File: config.mk
export PLATFORM = sky130hd
export DESIGN_NAME = fetch_sequencer_flat
export DESIGN_NICKNAME = d
export VERILOG_FILES = /design/src/rtl/fetch_sequencer_if.sv /design/src/rtl/fetch_sequencer.sv /design/src/flat_wrapper.sv
export SDC_FILE = /design/constraint.sdc
export NUM_CORES = 1
export LEC_CHECK = 0
export CAP_MARGIN = 10
export CORE_ASPECT_RATIO = 0.75
export CORE_UTILIZATION = 38
export DETAILED_ROUTE_END_ITERATION = 7
export PLACE_DENSITY_LB_ADDON = 0.08
export RECOVER_POWER = 25
export SETUP_SLACK_MARGIN = 0.02
export SKIP_CTS_REPAIR_TIMING = 1
export SLEW_MARGIN = 20
export SYNTH_ARGS = -nofsm -noshare
export SYNTH_HDL_FRONTEND = slang
export SYNTH_SLANG_ARGS = --single-unit
File: constraint.sdc
create_clock -name in_clk -period 1.8 [get_ports in_clk]
set_input_delay 0.18 -clock in_clk [delete_from_list [all_inputs] [get_ports in_clk]]
set_output_delay 0.18 -clock in_clk [all_outputs]
set_load 0.01 [all_outputs]
File: src/rtl/fetch_sequencer_if.sv
// Fetch/decode/memory signal bundle for fetch_sequencer.
// master = the sequencer; slave = memory, decode and execute around it.
interface fetch_sequencer_if #(
  parameter int ADDR_W  = 8,
  parameter int INSTR_W = 29
);
  logic               in_start;
  logic [INSTR_W-1:0] in_instruction;
  logic [ADDR_W-1:0]  out_add;
  logic [INSTR_W-1:0] out_instruction;
  logic [ADDR_W-1:0]  out_pc;
  logic               out_valid;
  logic               in_ready;
  logic               in_redirect;
  logic [ADDR_W-1:0]  in_redirect_add;
  logic               out_halted;
  logic [1:0]         out_state;

  modport master (
    input  in_start, in_instruction, in_ready, in_redirect, in_redirect_add,
    output out_add, out_instruction, out_pc, out_valid, out_halted, out_state
  );

  modport slave (
    output in_start, in_instruction, in_ready, in_redirect, in_redirect_add,
    input  out_add, out_instruction, out_pc, out_valid, out_halted, out_state
  );
endinterface

File: src/rtl/fetch_sequencer.sv
// Instruction-fetch controller: owns the PC, fills a one-entry IR for decode.
// Define FETCH_JUMP_FOLD_EN to fold unconditional jumps inside fetch.
//
// state  | meaning
// IDLE   | out of reset, no fetching; redirect only loads the PC
// FETCH  | fetching one instruction per free slot
// HALTED | halt issued; no fetching, pending IR drains
module fetch_sequencer #(
  parameter int               ADDR_W     = 8,
  parameter int               INSTR_W    = 29,
  parameter logic [ADDR_W-1:0] RESET_ADDR = ADDR_W'(1),
  parameter logic [4:0]       OP_JUMP    = 5'b01001,
  parameter logic [4:0]       OP_HALT    = 5'b11111
) (
  input  logic               in_clk,
  input  logic               in_rst_n,
  fetch_sequencer_if.master  bus
);

`ifdef FETCH_JUMP_FOLD_EN
  localparam bit FOLD_EN = 1'b1;
`else
  localparam bit FOLD_EN = 1'b0;
`endif

  typedef enum logic [1:0] {
    IDLE   = 2'b00,
    FETCH  = 2'b01,
    HALTED = 2'b10
  } state_t;

  state_t             state;
  logic [ADDR_W-1:0]  pc;
  logic [ADDR_W-1:0]  ir_pc;
  logic [INSTR_W-1:0] ir;
  logic               ir_valid;

  logic [4:0]         opcode;
  logic [ADDR_W-1:0]  jump_target;
  logic               slot_free;
  logic               is_halt;
  logic               is_fold;

  assign opcode      = bus.in_instruction[INSTR_W-1 -: 5];
  assign jump_target = bus.in_instruction[23 -: ADDR_W];
  assign slot_free   = !ir_valid || bus.in_ready;
  assign is_halt     = (opcode == OP_HALT);
  assign is_fold     = FOLD_EN && (opcode == OP_JUMP);

  always_ff @(posedge in_clk or negedge in_rst_n) begin
    if (!in_rst_n) begin
      state    <= IDLE;
      pc       <= RESET_ADDR;
      ir       <= '0;
      ir_pc    <= '0;
      ir_valid <= 1'b0;
    end else begin
      case (state)
        IDLE: begin
          if (bus.in_ready) ir_valid <= 1'b0;
          if (bus.in_redirect) pc <= bus.in_redirect_add;
          else if (bus.in_start) state <= FETCH;
        end
        FETCH: begin
          if (bus.in_redirect) begin
            pc       <= bus.in_redirect_add;
            ir_valid <= 1'b0;
          end else if (slot_free) begin
            if (is_fold) begin
              // jump consumed here; the slot goes empty for one cycle
              pc       <= jump_target;
              ir_valid <= 1'b0;
            end else begin
              ir       <= bus.in_instruction;
              ir_pc    <= pc;
              ir_valid <= 1'b1;
              pc       <= pc + ADDR_W'(1);
              if (is_halt) state <= HALTED;
            end
          end
        end
        HALTED: begin
          if (bus.in_redirect) begin
            pc       <= bus.in_redirect_add;
            ir_valid <= 1'b0;
            state    <= FETCH;
          end else begin
            if (bus.in_ready) ir_valid <= 1'b0;
            if (bus.in_start) state <= FETCH;
          end
        end
        default: state <= IDLE;
      endcase
    end
  end

  assign bus.out_add         = pc;
  assign bus.out_instruction = ir;
  assign bus.out_pc          = ir_pc;
  assign bus.out_valid       = ir_valid;
  assign bus.out_halted      = (state == HALTED);
  assign bus.out_state       = state;

endmodule

File: src/flat_wrapper.sv
// flat-port wrapper written by rule: the top's interface ports become plain ports
module fetch_sequencer_flat 
#(
  parameter int               ADDR_W     = 8,
  parameter int               INSTR_W    = 29,
  parameter logic [ADDR_W-1:0] RESET_ADDR = ADDR_W'(1),
  parameter logic [4:0]       OP_JUMP    = 5'b01001,
  parameter logic [4:0]       OP_HALT    = 5'b11111
)
  (in_clk, in_rst_n, bus_in_start, bus_in_instruction, bus_in_ready, bus_in_redirect, bus_in_redirect_add, bus_out_add, bus_out_instruction, bus_out_pc, bus_out_valid, bus_out_halted, bus_out_state);
  fetch_sequencer_if #(.ADDR_W(ADDR_W), .INSTR_W(INSTR_W)) bus_i ();
  input  logic in_clk;
  input  logic in_rst_n;
  input wire logic [$bits(bus_i.in_start)-1:0] bus_in_start;
  input wire logic [$bits(bus_i.in_instruction)-1:0] bus_in_instruction;
  input wire logic [$bits(bus_i.in_ready)-1:0] bus_in_ready;
  input wire logic [$bits(bus_i.in_redirect)-1:0] bus_in_redirect;
  input wire logic [$bits(bus_i.in_redirect_add)-1:0] bus_in_redirect_add;
  output wire logic [$bits(bus_i.out_add)-1:0] bus_out_add;
  output wire logic [$bits(bus_i.out_instruction)-1:0] bus_out_instruction;
  output wire logic [$bits(bus_i.out_pc)-1:0] bus_out_pc;
  output wire logic [$bits(bus_i.out_valid)-1:0] bus_out_valid;
  output wire logic [$bits(bus_i.out_halted)-1:0] bus_out_halted;
  output wire logic [$bits(bus_i.out_state)-1:0] bus_out_state;
  assign bus_i.in_start = bus_in_start;
  assign bus_i.in_instruction = bus_in_instruction;
  assign bus_i.in_ready = bus_in_ready;
  assign bus_i.in_redirect = bus_in_redirect;
  assign bus_i.in_redirect_add = bus_in_redirect_add;
  assign bus_out_add = bus_i.out_add;
  assign bus_out_instruction = bus_i.out_instruction;
  assign bus_out_pc = bus_i.out_pc;
  assign bus_out_valid = bus_i.out_valid;
  assign bus_out_halted = bus_i.out_halted;
  assign bus_out_state = bus_i.out_state;
  fetch_sequencer #(.ADDR_W(ADDR_W), .INSTR_W(INSTR_W), .RESET_ADDR(RESET_ADDR), .OP_JUMP(OP_JUMP), .OP_HALT(OP_HALT)) u_core (.in_clk(in_clk), .in_rst_n(in_rst_n), .bus(bus_i));
endmodule
Word level (Yosys, flattened, before mapping)
Index checks and enable logic that the tools add are counted.

Bits in registers: 48. Output and inout port bits: 49. Bits in read-only memories: 0. Bits in latches: 0. Bits in writable memories: 0. Word-level logic and storage cells: 42. Memories kept: 0. Bits of input ports: 42.

Shift operators: 0. Bitwise logic cells: 1. $add $sub $neg: 1. $lt $le $gt $ge: 0. Equal/unequal tests: 9. Reductions and logical operators: 10. Multiply operators: 0. Div/mod/pow operators: 0. Multiplexer cells: 16.

Operator list (count): $mux W8 (3); $pmux W8 S2 (1); $mux W2 (6); $add A8 B1 Y8 const B (1); $ne A2 B1 Y1 const B (3); $pmux W2 S3 (1); $reduce_and A3 Y1 (2); $eq A5 B5 Y1 const B (1); $mux W1 (4); $ne A2 B2 Y1 const B (2); $reduce_and A4 Y1 (1); $ne A3 B2 Y1 const B (1); $pmux W1 S3 (1); $reduce_bool A3 Y1 (1); $eq A2 B1 Y1 const B (1); $eq A2 B2 Y1 const B (1); $logic_not A2 Y1 (1); $reduce_and A2 Y1 (1); $reduce_bool A2 Y1 (1); $reduce_or A2 Y1 (1); $logic_not A1 Y1 (1); $logic_or A1 B1 Y1 (1); $not A1 Y1 (1).

Depth between registers and ports, before layout
Depth in word-level cells: 5. Depth in mapped cells: 7. Mapped depth without buffers: 6.

Worst setup path after synthesis
OpenSTA, ideal clock, no wires.

Kind: register to register. From: register u_core.state[0], in the netlist u_core.bus.out_state[0]. To: register u_core.pc[3], in the netlist u_core.bus.out_add[3]. Stages on the path, launching flop included: 8. Setup time: 0.125 ns. Data required time: 1.675 ns. Data arrival time: 1.718 ns. Slack: -0.043 ns. Cells stage by stage: dfrtp_1 > inv_1 > ha_1 > nor3_1 > buf_2 > nand2_1 > a21oi_1 > a21oi_1.

Longest elaborated chain between the ends: 4. Elaborated cells on any way between the ends: 9. Those cells by class: 4 x eq/ne; 1 x mux; 4 x reduce/logical.

RTL lines: from (decl) (RTL line fetch_sequencer.sv:32) `state_t state;`; from (signal assigned) (RTL line fetch_sequencer.sv:52) `state <= IDLE;`; from (signal assigned) (RTL line fetch_sequencer.sv:62) `else if (bus.in_start) state <= FETCH;`; from (signal assigned) (RTL line fetch_sequencer.sv:78) `if (is_halt) state <= HALTED;`; $eq A2 B2 Y1 (*); named net bus_out_halted (RTL line flat_wrapper.sv:23) `output wire logic [$bits(bus_i.out_halted)-1:0] bus_out_halted;`; $reduce_or A2 Y1 (no line) (*); $ne A2 B1 Y1 (no line) or $reduce_bool A2 Y1 (tied branches); $reduce_and A3 Y1 (no line); to (signal assigned) (RTL line fetch_sequencer.sv:61) `if (bus.in_redirect) pc <= bus.in_redirect_add;`; to (signal assigned) (RTL line fetch_sequencer.sv:66) `pc <= bus.in_redirect_add;`; to (signal assigned) (RTL line fetch_sequencer.sv:71) `pc <= jump_target;`; to (decl) (RTL line fetch_sequencer.sv:33) `logic [ADDR_W-1:0] pc;`.

Mark *: on every way through the listed nets, which the timed path passes. The rest lies on a longest branch. A chain may end at the register's enable or synchronous reset.

Worst setup path after layout
From: register u_core.state[1], in the netlist u_core.bus.out_state[1]. To: register u_core.ir[24], in the netlist u_core.bus.out_instruction[24].

Longest elaborated chain between the ends: 2.

RTL lines: $eq A2 B1 Y1 (RTL line fetch_sequencer.sv:58) `case (state)`; $reduce_and A3 Y1 (no line); to (signal assigned) (RTL line fetch_sequencer.sv:74) `ir <= bus.in_instruction;`; to (decl) (RTL line fetch_sequencer.sv:35) `logic [INSTR_W-1:0] ir;`.

No other way between the ends.

==> impl_metrics.toml <==
[logic_synthesis]
syn_area_per_cell_um2 = 12.8
synthCells = 169
ys.flop_type = "dfrtp_1"
yosys.area.top_type = "dfrtp_1"
yosys.cell_count.top_type = "dfrtp_1"
synth_warnings = 0
synth_seq_cells = 48
synth_nets = 217
synth-edff-count = 0
synth_top_cell_area_share_pct = 54.6
synth_area_leaders = "dfrtp_1 (55%), mux2_2 (18%), ha_1 (3.5%), a21oi_1 (3.0%), o21ai_0 (2.1%)"
synth_cell_types = 34
ys_top_cells_by_count = "dfrtp_1 (47), mux2_2 (35), a21oi_1 (13), o21ai_0 (9), nand2_1 (7)"
async_flop_share_pct = 100
synth.cell_area_um2 = 2160
ys_seq_area_share_pct = 55.8

[final_layout]
diodes = 0
drive_gt1_share_pct = 25.4
synthToLayoutAreaGrowth_pct = 58.0
fillCellCount = 455
final_area_um2 = 3410
layout.nets = 323

[timing]
fin_ws_ns = 0.108
fin_hold_ws_ns = 0.413
relSlewSlack_pct = 58.6
max_freq_mhz = 591
hold_viol = 0
setup_viol = 0
skew_ns = 0.00501
grt_setup_unrepaired = "no"
max_slew.worst_pin.slew_ns = 0.621
fin_crit_sh_pct = 94.0
slew_viol_final = 0
min_period_ns = 1.69

[grt]
grt_overflow = 0
grt_max_degree = 26
grt_pass1_vias = 1540
gr-usage-all-layers_pct = 16.6
antenna_found_initial = 0
grt_pass1_wl_mm = 7.35

[place]
dp_slack_ns = -0.0284
io_buffers = 90
hpwl_mm = 3.70
gp_congestion = 0.788
placed_cell_area_um2 = 3250

[drt]
viasPerCell = 4.87
routed_wl_mm = 5.06
ant_nets = 0
wirelength_met1_mm = 2.41
vias = 1708
route.met2.wl_mm = 2.12
dr.pass1.iters = 4
drt_iter0_drc = 35
drc = 0
met3_length_um = 494
avgRoutedWirePerCell_um = 14.4
topRoutingLayerUsed = "met4"

[cts]
numClockSinks = 48
cts.htree.levels = 2
clk_latency_ns = 0.29
path_clk_slew_ns = 0.08
cts_tree = "done"
clockRootBuffer = "clkbuf_8"
clock_path_buffers = 2
cts_buffers = 5

[outcome]
outcome = "completed"

[floorplan]
die_h_um = 67.2
initial_utilization_pct = 39.8
fp.coreArea_um2 = 5410
io-pin-count = 91
fp.dieW_um = 89.0
fp-row-count = 23
die-area_um2 = 5980

[power_and_ir_drop]
ir_drop_mv = 0.796
power_w = 0.00583
power_density_nw_per_um2 = 1710
power_leakage_nw = 1.41

[flow_run]
max_cap_violations = 0

[worst_setup_path]
start_kind = "register"
cp.arrival_ns = 1.87
path_max_fanout = 10
cp-end-kind = "register"
worstSetupPathType = "reg2reg"
cp.required_ns = 1.98

[worst_hold_path]
min_path_type = "in2async"
[logic make-up (layout without fill, tap and decap cells)]
family                   after synthesis  in the layout  synth area share [%]
AO/OA/AOI/OAI                         34             34                  9.63
adder cells (fa/ha/maj)                6              6                  3.48
buffers and inverters                 10            117                  2.44
flip-flops                            48             48                  55.8
multiplexers                          38             38                  19.8
AND/OR/NAND/NOR                       33             33                  8.88
[layer usage]
| layer | GRT usage (%) | vias to the layer above |
|---|---|---|
| met3 | 7.46 | 5 |
| met1 | 22.6 | 809 |
| met4 | 4.17 | 0 |
| met2 | 24.2 | 64 |
| met5 | 0 | - |
| li1 | - | 830 |
[state kept, by name, indices dropped and copies added, names as in the netlist]
signal and flops:
u_core.bus.out_add 8, u_core.bus.out_pc 8, u_core.bus.out_valid 1, u_core.bus.out_state 2, u_core.bus.out_instruction 29
[cell usage in the layout (no fill, tap or decap), drive strengths merged, types with 3 or more instances in the layout]
master	synthesis	final
a21oi	13	13
clkdlybuf4s50	0	88
dfrtp	47	47
nand2	7	7
nand3	5	5
nand2b	5	5
buf	5	13
ha	6	6
a2bb2oi	3	3
mux2	37	37
nor2	7	7
o21ai	9	9
inv	3	3
clkbuf	2	9
[critical path, stage by stage, from the launching register on]
cell,delay (ns)
dfrtp_1,0.43
inv_2,0.11
ha_4,0.17
nand2b_4,0.08
nor2_4,0.24
clkbuf_16,0.22
mux2_2,0.33
[area by class of cell]
cell class	instances	area (µm²)	area share, %
Tap cell	75	93.8	2.76
Clock inverter	2	35.0	1.03
Timing Repair Buffer	106	1060	31.2
Clock buffer	6	72.6	2.13
Sequential cell	48	1200	35.3
Multi-Input combinational cell	111	928	27.3
Inverter	3	11.3	0.331
[final timing paths]
kind,startpoint,to,slack [ns],cells after the start
setup / recovery,u_core.bus.out_state[1]$_DFFE_PN0P_,u_core.bus.out_instruction[24]$_DFFE_PN0P_,0.11,6
hold / removal,in_rst_n,u_core.bus.out_pc[5]$_DFFE_PN0P_,0.41,2
setup reg to reg,u_core.bus.out_state[1]$_DFFE_PN0P_,u_core.bus.out_instruction[24]$_DFFE_PN0P_,0.11,6
hold reg to reg,u_core.bus.out_instruction[4]$_DFFE_PN0P_,u_core.bus.out_instruction[4]$_DFFE_PN0P_,0.49,1
max in group asynchronous,in_rst_n,u_core.bus.out_instruction[13]$_DFFE_PN0P_,0.37,3
min in group in_clk,bus_in_instruction[4],u_core.bus.out_instruction[4]$_DFFE_PN0P_,0.48,2
[power by group]
group          switching (W)  leakage, nW  total [W]  internal, W
combinational        0.00117        0.794    0.00305      0.00187
sequential          0.000385        0.563    0.00202      0.00164
clock               0.000349       0.0552   0.000761     0.000413
total                0.00191         1.41    0.00583      0.00392
[metrics by stage]
step,cells,util [%],setup TNS (ns)
final,351,63.0,0
after global routing,351,63.0,0
after CTS,349,62.1,-0.120
after detailed placement,341,60.1,-0.0284
after global placement,341,60.1,-0.0108
after floorplan,169,-,0
Power figures use the tool's default switching activity.
